$ cat src/rtl/vga_scan_counter.sv
// ============================================================================
// Module   : vga_scan_counter
// Brief    : Raster position generator with pixel-rate divider and strobes.
//            Optional frame counter enabled by VGA_SCAN_FRAME_COUNT_EN.
// Revision : 1.0 - initial release
// ============================================================================
`timescale 1ns/1ps
`default_nettype none

module vga_scan_counter #(
    parameter int CLK_DIV  = 4,
    parameter int H_TOTAL  = 800,
    parameter int V_TOTAL  = 525,
    parameter int H_ACTIVE = 640,
    parameter int V_ACTIVE = 480
) (
    input  logic        Clock,
    input  logic        Reset_n,
    input  logic        Enable,
    output logic [15:0] XAxis,
    output logic [15:0] YAxis,
    output logic        PixelTick,
    output logic        LineEnd,
    output logic        FrameEnd,
    output logic        FrameUpdate,
    output logic [15:0] FrameCount
);

    localparam int DIV_W = (CLK_DIV > 1) ? $clog2(CLK_DIV) : 1;

    localparam logic [DIV_W-1:0] c_div_last     = DIV_W'(CLK_DIV - 1);
    localparam logic [DIV_W-1:0] c_div_zero     = '0;
    localparam logic [DIV_W-1:0] c_div_one      = DIV_W'(1);
    localparam logic [15:0]      c_x_last       = 16'(H_TOTAL - 1);
    localparam logic [15:0]      c_y_last       = 16'(V_TOTAL - 1);
    localparam logic [15:0]      c_y_active_end = 16'(V_ACTIVE - 1);

    // Elaboration-time guard against configurations the counters cannot represent.
    generate
        if ((CLK_DIV < 1) || (CLK_DIV > 16) ||
            (H_TOTAL < 2) || (H_TOTAL > 65536) ||
            (V_TOTAL < 2) || (V_TOTAL > 65536) ||
            (H_ACTIVE < 1) || (H_ACTIVE > H_TOTAL) ||
            (V_ACTIVE < 1) || (V_ACTIVE >= V_TOTAL)) begin : g_bad_cfg
            $error("vga_scan_counter: illegal timing parameters");
        end
    endgenerate

    logic [DIV_W-1:0] div_cnt_q, div_cnt_d;
    logic [15:0]      x_q, x_d;
    logic [15:0]      y_q, y_d;
    logic             frame_update_q, frame_update_d;

    logic w_div_last;
    logic w_pixel_tick;
    logic w_x_wrap;
    logic w_y_wrap;
    logic w_line_end;
    logic w_frame_end;

    always_comb begin
        w_div_last   = (div_cnt_q == c_div_last);
        w_pixel_tick = Enable & w_div_last;
        w_x_wrap     = (x_q == c_x_last);
        w_y_wrap     = (y_q == c_y_last);
        w_line_end   = w_pixel_tick & w_x_wrap;
        w_frame_end  = w_line_end & w_y_wrap;
    end

    always_comb begin
        div_cnt_d = div_cnt_q;
        if (Enable) begin
            div_cnt_d = w_div_last ? c_div_zero : (div_cnt_q + c_div_one);
        end
    end

    // Y only moves on the X wrap, so both counters hang off the same tick.
    always_comb begin
        x_d = x_q;
        y_d = y_q;
        if (w_pixel_tick) begin
            if (w_x_wrap) begin
                x_d = 16'd0;
                y_d = w_y_wrap ? 16'd0 : (y_q + 16'd1);
            end else begin
                x_d = x_q + 16'd1;
            end
        end
    end

    // Fires on the step from the last active line into the first blank line.
    always_comb begin
        frame_update_d = w_line_end & (y_q == c_y_active_end);
    end

    always_ff @(posedge Clock or negedge Reset_n) begin
        if (!Reset_n) begin
            div_cnt_q      <= '0;
            x_q            <= 16'd0;
            y_q            <= 16'd0;
            frame_update_q <= 1'b0;
        end else begin
            div_cnt_q      <= div_cnt_d;
            x_q            <= x_d;
            y_q            <= y_d;
            frame_update_q <= frame_update_d;
        end
    end

`ifdef VGA_SCAN_FRAME_COUNT_EN
    logic [15:0] frame_count_q, frame_count_d;

    always_comb begin
        frame_count_d = frame_count_q;
        if (w_frame_end) begin
            frame_count_d = frame_count_q + 16'd1;
        end
    end

    always_ff @(posedge Clock or negedge Reset_n) begin
        if (!Reset_n) begin
            frame_count_q <= 16'd0;
        end else begin
            frame_count_q <= frame_count_d;
        end
    end

    assign FrameCount = frame_count_q;
`else
    assign FrameCount = 16'd0;
`endif

    assign XAxis       = x_q;
    assign YAxis       = y_q;
    assign PixelTick   = w_pixel_tick;
    assign LineEnd     = w_line_end;
    assign FrameEnd    = w_frame_end;
    assign FrameUpdate = frame_update_q;

endmodule

`default_nettype wire

$ cat config.mk
export PLATFORM = sky130hd
export DESIGN_NAME = vga_scan_counter
export DESIGN_NICKNAME = d
export VERILOG_FILES = /design/src/rtl/vga_scan_counter.sv
export SDC_FILE = /design/constraint.sdc
export NUM_CORES = 1
export LEC_CHECK = 0
export ABC_AREA = 1
export CORE_UTILIZATION = 35
export DETAILED_ROUTE_END_ITERATION = 10
export PLACE_DENSITY_LB_ADDON = 0.05
export SYNTH_ARGS = -nofsm -noshare
export SYNTH_HDL_FRONTEND = slang
export SYNTH_SLANG_ARGS = --single-unit
$ cat constraint.sdc
create_clock -name Clock -period 1.4 [get_ports Clock]
set_input_delay 0.21 -clock Clock [delete_from_list [all_inputs] [get_ports Clock]]
set_output_delay 0.21 -clock Clock [all_outputs]
set_load 0.1 [all_outputs]
==> After elaboration in Yosys (flattened, before gate mapping) <==
Index checks and enable logic that the tools add are counted.
{ "word_totals": {"regBits": 35, "in_bits": 3, "output_inout_bits": 52, "elab_cells": 19} }
{ "op_classes": {"add_sub_neg": 3, "n_eq_ne": 4, "mux": 3, "bitwise": 4, "reduce_logical": 1} }
{ "op_table": {"columns": ["operator", "n"], "rows": [
  ["adder 16 x 1 -> 16 bit (second input constant)", 2],
  ["equality test 16 x 10 -> 1 bit (second input constant)", 2],
  ["2-to-1 mux 16 bit", 2],
  ["equality test 16 x 9 -> 1 bit (second input constant)", 1],
  ["bitwise AND 1 bit", 4],
  ["adder 2 x 1 -> 2 bit (second input constant)", 1],
  ["equality test 2 bit (second input constant)", 1],
  ["2-to-1 mux 2 bit", 1],
  ["AND reduction 2 bit", 1]
]} }

==> Longest topological paths before layout <==
Gate-level depths: netlist (run 1).
{ "depth": {"depth_word": 4, "mapped_depth": 9, "depth_no_buf": 9} }

==> Worst setup path after synthesis (run 1) <==
Ideal clock, no wire load.
{ "synth_timing": {"path_kind": "register to output", "from": "reg x_q[1] (netlist: XAxis[1])", "to": "out FrameEnd", "t_arrival_ns": 3.149, "required_time_ns": 1.190, "path_slack_ns": -1.959, "path_stages_with_launch": 7, "path_buffers": 1, "path_cell_list": "dfrtp_1 -> ha_1 -> nand3_2 -> nor2_1 -> nand3_1 -> buf_2 -> nor2_1"} }
{ "synth_between": {"elab_chain_len": 3} }
{ "synth_lines": {"columns": ["element", "line_no", "source"], "rows": [
  ["start: declaration", "50", "logic [15:0] x_q, x_d;"],
  ["start signal: assignment", "99", "x_q <= 16'd0;"],
  ["start signal: assignment", "104", "x_q <= x_d;"],
  ["equality test 16 x 10 -> 1 bit", "64", "w_x_wrap = (x_q == c_x_last);"],
  ["bitwise AND 1 bit", "66", "w_line_end = w_pixel_tick & w_x_wrap;"],
  ["bitwise AND 1 bit", "67", "w_frame_end = w_line_end & w_y_wrap;"],
  ["end: declaration", "24", "output logic FrameEnd,"]
]} }
No other way between the ends.

==> Worst setup path after layout (run 1) <==
{ "layout_timing": {"from": "reg x_q[7] (netlist: XAxis[7])", "to": "out FrameEnd"} }
The elaborated chain is that of the path after synthesis.

==> results by stage, run 1 <==
Clock network:
- The clock-pin transition on the worst setup and hold timing paths is 0.08 ns.
- TritonCTS built the clock tree.
- In this run the clock root is driven by a sky130_fd_sc_hd__clkbuf_8.
- The clock tree synthesis step divided the H-tree into 2 levels.
- Counting every sink on the clock net gives 35.
- The maximum clock path buffer count is 2.
- The number of clock buffers added by TritonCTS is 5.
- The worst-skew pair later-pin latency is roughly 0.29 ns.

Setup path:
- Grouping stages by cell kind, the critical path spends the most delay in flip-flops.
- The critical-path cell with the highest stage delay is sky130_fd_sc_hd__dfrtp_4.
- The kind of launch point of the worst setup path is a register.
- The category of the critical setup timing path is reg -> out.
- STA classifies the critical path endpoint as an output port.
- The number of buffers and inverters on the critical path is 2.
- Traced cell by cell, the critical path runs through nor2_4 > nand2_1 > nor2_1 > nand3_1 > buf_6 > nor2_4 > buf_12.
- For the worst setup path, the data required time is ~1.2 ns.
- At the worst endpoint, the arrival time is approximately 1.7 ns.
- The largest incremental delay on the critical path is ~0.5 ns.
- The most numerous cell type found on the critical path is sky130_fd_sc_hd__nor2_4.
- The maximum fanout along the worst path is 3.

Finish:
- Leaving out filler cells and counting taps, the final layout contains around 540.
- The final cell area excluding filler cells is between 4000 and 5000 µm².
- The net count of the finished layout is roughly 470.
- The share of the core filled with cells in the final layout is 0.652.
- The ratio of cells with drive above 1 in the final layout is 0.471.
- The area growth from synthesis to layout is 77.3%.
- The number of antenna repair diodes is 0.
- In the layout the commonest cells are sky130_fd_sc_hd__nand2_1, sky130_fd_sc_hd__buf_4, sky130_fd_sc_hd__buf_12, sky130_fd_sc_hd__inv_1, sky130_fd_sc_hd__nor2_1.
- Counting the fill cells in the layout gives 551.
- The library cell used most frequently in the layout, excluding fill and tap cells, is sky130_fd_sc_hd__nand2_1.

Power:
- The total power of the final layout is approximately 3.9 mW.
- The maximum resistive drop on vdd is 0.000633 V.
- The leakage power is roughly 1.9 nW.
- The total power density per cell area is roughly 920 nW/µm².

Detailed routing:
- The routed wire length is 7020 µm.
- The number of design rule violations left after detail routing is 7.
- After detailed routing, the average wire length per cell comes to approximately 13 µm.
- The initial DRC count is about 120.
- In the routed layout, each cell is associated on average with a via count of between 4 and 5.
- The routed layout has ~2600 vias.
- Once detail routing completed, the nets flagged for antenna violations numbered 0.
- The detailed-routing iteration count for the pre-antenna-repair pass is 7.

Timing:
- Timing would allow up to between 500 and 600 MHz.
- Setup repair after global routing could not meet its margin everywhere.
- The final worst slack is -0.462 ns.
- Setup violations remaining at the end of the flow were counted as 33.
- The worst hold slack after final layout is between 0.4 and 0.5 ns.
- For the finished layout, the period the worst path requires is around 1.9 ns.
- After routing, the total negative slack on setup checks comes to -3.91 ns.
- The setup skew after layout is approximately 0.0099 ns.
- The final number of hold-violating endpoints is 0.
- The final worst-path cycle share is 1.33.
- The count of pins over their slew limit is 0.

Placed design:
- The weighted congestion at the end of routability-driven global placement is 0.830.
- Summed over all nets, the half-perimeter wirelength after detailed placement is 5040 µm.
- The count of buffers added on input and output ports is 38.
- The worst slack at placement is -0.287 ns.
- The placed instances occupy a cell area of between 3000 and 4000 µm².
- The number of placed instances, taps included, is between 500 and 600.

Floorplan:
- The starting utilization of the core area is 0.368.
- In this run the count of I/O pins placed on the die edge is between 50 and 60.
- The core region is 6460 µm².
- Measured along the x axis, the die boundary spans about 84 µm.
- The number of rows created at floorplan is 29.
- The height of the chip is around 84 µm.
- The floorplan die area is ~7100 µm².

Run:
- The tool flagged a number of max-cap violations equal to 0.

Run status:
- The run finished, with violations left.
- The checks that failed: design-rule violations, negative setup slack.

Logic synthesis:
- After synthesis, the netlist uses 26 different library cells.
- Sorting the synthesized cells by area gives the leading types as sky130_fd_sc_hd__dfrtp_1, sky130_fd_sc_hd__nand2_1, sky130_fd_sc_hd__nor2_1, sky130_fd_sc_hd__inv_1, sky130_fd_sc_hd__nand3_1.
- The average instance in the mapped netlist occupies approximately 6.7 µm².
- The synthesized design contains 35 register bits.
- The count of warnings emitted by yosys is 0.
- The fraction of post-synthesis cell area in the top cell type by area is 0.369.
- The fraction of the yosys area taken by sequential cells is 0.369.
- The synthesized netlist cell count is ~350.
- The synthesized cell area is roughly 2400 µm².
- The synthesized design spends more area on one cell type than any other, namely sky130_fd_sc_hd__dfrtp_1.

Global routing:
- The aggregate global routing overflow is 0.
- The total routing resource utilization after global routing is 0.204.
- The via count of the first global-routing pass was 2418.
- The global-route wire length before repair is 11500 µm.
- The initial antenna violation count was 0.
- The pin count of the biggest net entering global routing is 36.

Worst hold path:
- The class of the worst hold path is in -> async.
flip-flops by register name (all words and copies together) (netlist names):
name         flops
XAxis           16
div_cnt_q        2
YAxis           16
FrameUpdate      1
worst reg2reg max path: cells and delay by family, from the launching register on:
kind | cells | cell delay (ns)
simple gates | 4 | 0.41
flops | 1 | 0.39
fa+ha+maj | 1 | 0.16
compound gates | 1 | 0.07
buf+inv | 5 | 0.46
routing by layer:
metal | part of all wire | up-vias | track usage
met2 | 0.48 | 64 | 0.325
met5 | 0 | - | 0
met3 | 0.044 | 7 | 0.0383
li1 | - | 1292 | -
met4 | 0.011 | 0 | 0.0601
met1 | 0.46 | 1210 | 0.283
cell families (layout without fill, tap and decap cells):
| family | count (synthesis) | in the layout | synth area share |
|---|---|---|---|
| DFF | 35 | 35 | 0.369 |
| AOI/OAI and AO/OA | 18 | 18 | 0.0400 |
| adders and majority gates | 4 | 4 | 0.0211 |
| muxes | 1 | 1 | 0.00474 |
| and+or+nand+nor | 218 | 218 | 0.394 |
| other | 1 | 16 | 0.00158 |
| buffers and inverters | 67 | 166 | 0.136 |
| xor gates and xnor gates | 9 | 9 | 0.0332 |
cells in the mapped netlist (all sizes together):
cell      n
or2       1
o21ai    12
ha        4
dfrtp    35
xnor2     3
nor2     55
nand2   119
o21bai    2
xor2      6
buf      21
inv      46
nor3      3
nand3    29
conb      1
nor3b     1
nand4    10
a21oi     4
mux2      1
path summary, 6_finish.rpt:
path                                    from      endpoint  slack, ns  depth (start not counted)
min in group Clock              div_cnt_q[1]  div_cnt_q[1]       0.57                          1
worst min-delay path                 Reset_n     XAxis[12]       0.41                          3
max in group asynchronous            Reset_n      YAxis[3]       0.78                          3
worst max-delay path                XAxis[7]      FrameEnd      -0.46                          7
worst max register to register  div_cnt_q[0]     XAxis[11]      -0.20                         11
worst min register to register  div_cnt_q[1]  div_cnt_q[1]       0.57                          1
where the power goes:
part / switching [mW] / leakage, nW / internal, mW / total, mW
Combinational: 1.10 / 1.47 / 0.673 / 1.77
Clock: 0.404 / 0.0515 / 0.450 / 0.855
Sequential: 0.0971 / 0.408 / 1.14 / 1.23
repair_timing:
action	in CTS	in global routing
pin swaps	6	13
resized for setup	29	42
endpoints found under the hold margin	35	0
gates cloned	1	0
setup buffers	3	5
hold buffers	1	0
endpoints found under the setup margin	31	35
final cells by class:
cell class	count	area, µm²	area share
tap	77	96.3	0.0229
multi-input combinational	266	1500	0.356
timing repair buffer	112	1380	0.326
inverter	46	184	0.0437
clock buffer	8	100	0.0238
sequential	35	958	0.228
No activity file was read; power rests on OpenSTA's default activity.
==> run 2: changes to the inputs <==
Settings changed: ABC_AREA 1 to not set.
==> results by stage, run 2 <==
Run status:
- The run finished, with violations left.
- The final reports fail on negative setup slack.

Logic synthesis:
- The cell taking the most area after synthesis is sky130_fd_sc_hd__dfrtp_1.
- The share of async-settable or async-resettable flops after synthesis is 1.00 (unchanged).
- The fraction of the yosys area taken by sequential cells is 0.454 (+0.0850).
- After synthesis, the cell types taking the most area are sky130_fd_sc_hd__dfrtp_1, sky130_fd_sc_hd__buf_4, sky130_fd_sc_hd__xnor2_1, sky130_fd_sc_hd__nand2_1, sky130_fd_sc_hd__o31ai_1.
- The area share of xor/xnor cells in the synthesized design was 0.0590 (+0.0258).
- The mean post-synth cell area is 9.51 µm² (+41%).
- The synthesized-area fraction occupied by adder cells came to 0.0259 (+0.00486).
- The synthesized cell area is 1930 µm² (-19%).
- The number of synthesized register bits came to 35 (unchanged).
- The number of flops mapped to enable cells by yosys was 0 (unchanged).
- The count of different cell masters after synthesis is 37 (+42%).
- The fraction of post-synthesis cell area in the top cell type by area is 0.454 (+0.0850).
- The commonest cells after synthesis are sky130_fd_sc_hd__dfrtp_1, sky130_fd_sc_hd__nand2_1, sky130_fd_sc_hd__buf_4.
- The portion of netlist area occupied by mux cells is 0.0117 (+0.00693).
- The complex-gate fraction of the synthesized area came to 0.135 (+0.0948).
- After synthesis, the largest family of logic cells by area is simple AND/OR/NAND/NOR gates.
- The count of warnings emitted by yosys came to 0 (unchanged).
- The most numerous cell in the Yosys netlist is sky130_fd_sc_hd__dfrtp_1.
- The primary flip-flop cell chosen by synthesis mapping is sky130_fd_sc_hd__dfrtp_1.
- The synthesized-area fraction occupied by and/or/nand/nor cells is 0.223 (-0.171).
- The synthesized netlist cell count is 203 (-42%).

Floorplan:
- The horizontal die dimension is 76.3 µm (-9.6%).
- The core box area was 5200 µm² (-19%).
- The height of the chip is 76.3 µm (-9.6%).
- The floorplan die area is 5820 µm² (-18%).
- The number of rows created at floorplan is 26 (-10%).
- The total I/O pin count is 55 (unchanged).
- The starting utilization of the core area is 0.371 (+0.00303).

Setup path:
- The startpoint identified for the worst register-to-register timing path is YAxis[0].
- The most critical setup path has its endpoint at FrameEnd.
- The end of the worst register-to-register path is YAxis[11].
- The required time at the endpoint of the critical path is 1.19 ns (about the same).
- Tracing the worst setup path back leads to its startpoint at YAxis[0].
- The critical path is of the reg -> out type.
- The maximum fanout along the worst path is 2 (-1).
- The worst setup slack for register-to-register paths was -0.80 ns (-0.60 ns).
- The capturing element type of the critical path is an output port.
- STA classifies the critical path startpoint as a register.
- The depth of the most critical reg-to-reg path was 9 (-2).
- The critical path arrival is 2.13 ns (+0.48 ns).

Clock network:
- The maximum clock path buffer count came to 2 (unchanged).
- The root buffer cell chosen for the clock tree is sky130_fd_sc_hd__clkbuf_8.
- The TritonCTS buffer count is 5 (unchanged).
- The clock-pin transition on the worst setup and hold timing paths is 0.08 ns (about the same).
- TritonCTS built the clock tree.
- The total number of clock tree sinks is 35 (unchanged).
- The number of hold buffers added after CTS came to 0 (-1).
- The number of H-tree levels is 2 (unchanged).
- The worst-skew pair later-pin latency was 0.29 ns (about the same).

Finish:
- The layout overhead on the synthesized area is 97.0%.
- The final-stage net count was 319 (-33%).
- Leaving out fill and tap cells, the most frequent cell in the layout is sky130_fd_sc_hd__buf_4.
- The number of antenna repair diodes is 0 (unchanged).
- The ratio of cells with drive above 1 in the final layout is 0.655 (+0.184).
- The final cell area excluding filler cells came to 3800 µm² (-9.7%).
- Leaving out fill and tap cells, the most frequent cells in the layout are sky130_fd_sc_hd__buf_4, sky130_fd_sc_hd__buf_12, sky130_fd_sc_hd__dfrtp_2, sky130_fd_sc_hd__o21ai_1, sky130_fd_sc_hd__conb_1.

Timing:
- The count of pins over their slew limit is 0 (unchanged).
- The final sum of negative setup slack is -15.09 ns (-11.18 ns).
- Setup repair after global routing could not meet its margin everywhere.
- The setup skew after layout is 0.00705 ns (-0.00280 ns).
- The achievable clock frequency was 427 MHz (-21%).
- The final critical path time including I/O delays and setup came to 2.34 ns (+0.482 ns).
- The final worst slack is -0.944 ns (-0.482 ns).
- The total setup violations reported at the end of the flow is 32 (-3.0%).
- The final worst-path cycle share is 1.67 (+0.344).
- The worst hold slack after final layout is 0.289 ns (-0.122 ns).
- The final number of hold-violating endpoints was 0 (unchanged).

Detailed routing:
- The routed via count is 1975 (-23%).
- The detailed-routing iteration count for the pre-antenna-repair pass is 5 (-2).
- The number of routed nets with antenna violations is 0 (unchanged).
- The detailed-route vias per instance is 5.16 (+9.0%).
- The number of design rule violations left after detail routing is 0 (-7).
- The initial DRC count is 86 (-30%).
- The average wire per cell in the routed design is 15.3 µm (+18%).
- The routed wire length is 5850 µm (-17%).

Placed design:
- The area after detailed placement was 3360 µm² (-12%).
- The worst slack at placement is -0.703 ns (-0.416 ns).
- The half-perimeter wire length after placement came to 3850 µm (-24%).
- The weighted congestion at the end of routability-driven global placement came to 0.864 (+4.0%).
- The count of input and output buffers came to 38 (unchanged).

Power:
- The leakage power is 1.55 nW (-20%).
- The share of total power in the clock network is 0.200 (-0.021).
- The net switching power of the design was 1.47 mW (-8.1%).
- The maximum resistive drop on vdd came to 0.00129 V (+100%).
- The total power of the final layout is 3.59 mW (-7.0%).
- The total internal power came to 2.12 mW (-6.2%).
- The total power density per cell area is 944 nW/µm² (+3.0%).
- The sequential group share of total power is 0.339 (+0.019).
- The switching share of power was 0.410 (-0.00484).
- The combinational share of power was 0.460 (about the same).

Global routing:
- The global-route wire length before repair came to 9370 µm (-19%).
- The initial antenna violation count was 0 (unchanged).
- The pin count of the biggest net entering global routing is 36 (unchanged).
- The aggregate global routing overflow was 0 (unchanged).
- The total routing resource utilization after global routing is 0.204 (+0.000210).
- The via count of the first global-routing pass came to 1854 (-23%).

Worst hold path:
- The worst hold path belongs to the class in -> async.

Run:
- The count of maximum capacitance violations is 0 (unchanged).
## run 2: changes by cell type after synthesis, moves of 6 or more
| cell | delta |
|---|---|
| sky130_fd_sc_hd__nor2_2 | -7 |
| sky130_fd_sc_hd__inv_1 | -40 |
| sky130_fd_sc_hd__nand2_1 | -99 |
| sky130_fd_sc_hd__o21ai_1 | +7 |
| sky130_fd_sc_hd__nor2_1 | -33 |
| sky130_fd_sc_hd__o31ai_1 | +9 |
| sky130_fd_sc_hd__xnor2_1 | +7 |
| sky130_fd_sc_hd__nand3_1 | -16 |
| sky130_fd_sc_hd__and3_1 | +6 |
## run 2: worst min path at each step
stage / cells past startpoint / slack, ns / endpoint / startpoint
after global routing: 2 / 0.30 / YAxis[3] / Reset_n
after floorplan: 0 / -0.09 / FrameUpdate / Reset_n
final: 2 / 0.29 / YAxis[9] / Reset_n
after global placement: 1 / 0.56 / div_cnt_q[1] / div_cnt_q[1]
after CTS: 2 / 0.29 / div_cnt_q[1] / Reset_n
after detailed placement: 1 / 0.57 / div_cnt_q[1] / div_cnt_q[1]
## run 2: logic make-up after synthesis
group,count (synthesis)
other,1
multiplexers,2
XOR/XNOR,13
AO/OA/AOI/OAI,44
buffers and inverters,27
flip-flops,35
adder cells (fa/ha/maj),4
AND/OR/NAND/NOR,77
## run 2: final cells by class
cell class                      instances  area [µm²]
Fill cell                             370        1400
Timing Repair Buffer                  109        1340
Multi-Input combinational cell        156        1290
Sequential cell                        35         948
Tap cell                               70        87.6
Clock buffer                            7        76.3
Inverter                                5        51.3
Clock inverter                          1        5.00
## run 2: timing repair
item	CTS	global route
gates resized for setup	34	38
cloned	1	0
setup endpoints to repair	33	33
pin swaps	13	26
buffers inserted	8	7
## run 2: layer usage
layer / routed length, µm / global-route usage / up-vias
met2: 2960 / 0.341 / 65
met3: 229 / 0.0371 / 4
met1: 2640 / 0.272 / 987
met4: 23 / 0.0519 / 0
li1: - / - / 919
met5: 0 / 0 / -
## run 2: metrics by stage
| step | instances | util |
|---|---|---|
| floorplan | 218 | - |
| detailed placement | 365 | 0.646 |
| finish | 383 | 0.731 |
| global placement | 365 | 0.646 |
| CTS | 382 | 0.698 |
| global route | 383 | 0.731 |
## run 2: worst max-delay path: stages, from the launching register on
cell	delay, ns
sky130_fd_sc_hd__dfrtp_4	0.49
sky130_fd_sc_hd__inv_2	0.07
sky130_fd_sc_hd__ha_4	0.11
sky130_fd_sc_hd__or4b_4	0.47
sky130_fd_sc_hd__nor4_4	0.28
sky130_fd_sc_hd__and3_4	0.25
sky130_fd_sc_hd__buf_12	0.17
## run 2: power groups by stage
| stage | clock network (mW) | logic (mW) | registers [mW] |
|---|---|---|---|
| 6_report | 0.720 | 1.65 | 1.22 |
| 5_1_grt | 0.789 | 1.74 | 1.23 |
| 4_1_cts | 0.736 | 1.60 | 1.22 |
| 3_5_place_dp | 0 | 1.54 | 1.24 |
| 3_3_place_gp | 0 | 1.52 | 1.23 |
| 2_1_floorplan | 0 | 0.545 | 1.69 |
==> run 3: changes to the inputs <==
Settings changed: CAP_MARGIN set to 10, CTS_BUF_LIST set to sky130_fd_sc_hd__clkbuf_4 sky130_fd_sc_hd__clkbuf_8, REMOVE_ABC_BUFFERS set to 1.
==> results by stage, run 3 (synthesis gave the netlist of run 2 again) <==
Run status:
- The flow ran to the end, but the final reports show violations.
- The checks that failed: negative setup slack.

Timing:
- The final worst-path cycle share came to 1.59 (-0.0811).
- The achievable clock frequency came to 448 MHz (+5.1%).
- The final worst slack is -0.831 ns (+0.114 ns).
- The setup skew after layout was 0.00241 ns (-0.00464 ns).
- The final critical path time including I/O delays and setup is 2.23 ns (-0.114 ns).
- The worst hold slack after final layout is 0.297 ns (+0.00875 ns).
- Setup repair after global routing could not meet its margin everywhere.
- The total setup violations reported at the end of the flow is 32 (unchanged).
- The count of pins over their slew limit is 0 (unchanged).
- The final sum of negative setup slack is -13.87 ns (+1.22 ns).
- The final number of hold-violating endpoints was 0 (unchanged).

Floorplan:
- The core box area is 5200 µm² (unchanged).
- The total I/O pin count was 55 (unchanged).
- The starting utilization of the core area is 0.371 (unchanged).
- The number of rows created at floorplan is 26 (unchanged).
- The height of the chip is 76.3 µm (unchanged).
- The horizontal die dimension is 76.3 µm (unchanged).
- The floorplan die area is 5820 µm² (unchanged).

Global routing:
- The total routing resource utilization after global routing is 0.198 (-0.00633).
- The via count of the first global-routing pass is 1883 (+1.6%).
- The aggregate global routing overflow was 0 (unchanged).
- The global-route wire length before repair is 9060 µm (-3.3%).
- The pin count of the biggest net entering global routing is 36 (unchanged).
- The initial antenna violation count is 0 (unchanged).

Clock network:
- The number of hold buffers added after CTS was 0 (unchanged).
- The maximum clock path buffer count came to 2 (unchanged).
- The clock-pin transition on the worst setup and hold timing paths is 0.07 ns (about the same).
- The root buffer selected by CTS is sky130_fd_sc_hd__clkbuf_8.
- The worst-skew pair later-pin latency is 0.29 ns (about the same).
- The number of H-tree levels came to 2 (unchanged).
- The total number of clock tree sinks came to 35 (unchanged).
- The TritonCTS clock tree is built.
- The TritonCTS buffer count was 5 (unchanged).

Setup path:
- Walking the worst path, the cells encountered are inv_2 > ha_1 > or4b_4 > nor4_4 > and3_4 > buf_12.
- The largest incremental delay on the critical path is 0.47 ns (-0.02 ns).
- The end of the worst register-to-register path is YAxis[7].
- Among cell families on the critical path, the largest total delay comes from simple AND/OR/NAND/NOR gates.
- The worst setup slack for register-to-register paths came to -0.73 ns (+0.07 ns).
- The critical path arrival was 2.02 ns (-0.11 ns).
- The maximum fanout along the worst path is 2 (unchanged).
- By startpoint and endpoint, the worst setup path is classified as reg -> out.
- The depth of the most critical reg-to-reg path is 10 (+1).
- The worst setup path is captured at an output port.
- The critical-path cell with the highest stage delay is sky130_fd_sc_hd__or4b_4.
- The kind of launch point of the worst setup path is a register.
- The buffer and inverter count on the worst path is 2 (unchanged).
- The required time at the endpoint of the critical path came to 1.19 ns (about the same).
- The worst reg2reg path startpoint is YAxis[1].

Finish:
- The number of antenna repair diodes was 0 (unchanged).
- The ratio of cells with drive above 1 in the final layout is 0.492 (-0.163).
- The final-stage net count is 324 (+1.6%).
- The sequential standard cell area is 876 µm² (-7.7%).
- The layout overhead on the synthesized area is 83.1%.
- The area of the multi-input gates came to 1100 µm² (-15%).
- The library cell used most frequently in the layout, excluding fill and tap cells, is sky130_fd_sc_hd__buf_4.
- The final-layout fill cell count is 412 (+11%).
- The share of the core filled with cells in the final layout is 0.679 (-0.0517).
- The library cells used most frequently in the layout, excluding fill and tap cells, are sky130_fd_sc_hd__buf_4, sky130_fd_sc_hd__buf_12, sky130_fd_sc_hd__dfrtp_1, sky130_fd_sc_hd__o21ai_1, sky130_fd_sc_hd__conb_1.

Detailed routing:
- The routed via count is 1894 (-4.1%).
- The number of design rule violations left after detail routing is 0 (unchanged).
- The number of routed nets with antenna violations was 0 (unchanged).
- The routed wire length was 5490 µm (-6.1%).
- The detailed-routing iteration count for the pre-antenna-repair pass was 4 (-1).
- The detailed-route vias per instance is 4.89 (-5.1%).
- The average wire per cell in the routed design is 14.2 µm (-7.1%).
- The initial DRC count is 108 (+26%).

Power:
- The total power density per cell area is 1000 nW/µm² (+6.4%).
- The leakage power is 1.61 nW (+3.8%).
- The total power of the final layout is 3.55 mW (-1.1%).
- The maximum resistive drop on vdd is 0.000940 V (-27%).

Run:
- The count of maximum capacitance violations is 0 (unchanged).

Placed design:
- The weighted congestion at the end of routability-driven global placement is 0.819 (-5.2%).
- The count of input and output buffers is 38 (unchanged).
- The half-perimeter wire length after placement is 3820 µm (-0.97%).

Worst hold path:
- The class of the worst hold path is in -> async.
## run 3: cell types whose count changed in the layout (fill, tap and decap cells not counted), sizes merged
cell / before / now
inv: 3 / 4
clkinvlp: 1 / 0
buf: 107 / 112
clkbuf: 7 / 6
## run 3: worst max-delay path by stage
stage,from,to,slack (ns),depth (start not counted)
global route,YAxis[0],FrameEnd,-0.89,6
floorplan,XAxis[0],FrameUpdate,-1.90,6
CTS,YAxis[0],FrameEnd,-0.81,6
detailed placement,YAxis[1],YAxis[4],-0.61,8
finish,YAxis[1],FrameEnd,-0.83,6
global placement,XAxis[12],YAxis[6],-0.60,5
## run 3: stage by stage
stage / cells / area [µm²] / setup WS [ns]
2_1_floorplan: 196 / 1830 / -1.90
3_3_place_gp: 365 / 3130 / -0.601
3_5_place_dp: 365 / 3130 / -0.608
4_1_cts: 385 / 3490 / -0.811
5_1_grt: 387 / 3530 / -0.894
6_report: 387 / 3530 / -0.831
## run 3: layout make-up
type / instances / share of cell area
timing repair buffer: 114 / 0.385
multi-input combinational: 156 / 0.310
sequential: 35 / 0.248
tap: 70 / 0.0248
clock buffer: 6 / 0.0234
inverter: 5 / 0.00743
clock inverter: 1 / 0.00142
## run 3: per-layer routing
metal,routed length [µm],vias to the layer above,track usage
met5,0,-,0
met4,48,0,0.0404
met3,185,6,0.0431
met2,2760,43,0.348
met1,2500,915,0.249
li1,-,930,-
## run 3: power by group
part,switching (mW),internal [mW],total [mW],leakage [nW]
sequential,0.0557,1.10,1.15,0.475
clock,0.355,0.386,0.741,0.0470
combinational,1.02,0.637,1.66,1.09
## run 3: repair_timing
item                                    in CTS  in global routing
endpoints found under the setup margin      33                 33
gates resized for setup                     55                 10
setup buffers                               16                  6
pin swaps                                   19                  9
gates cloned                                 1                  0
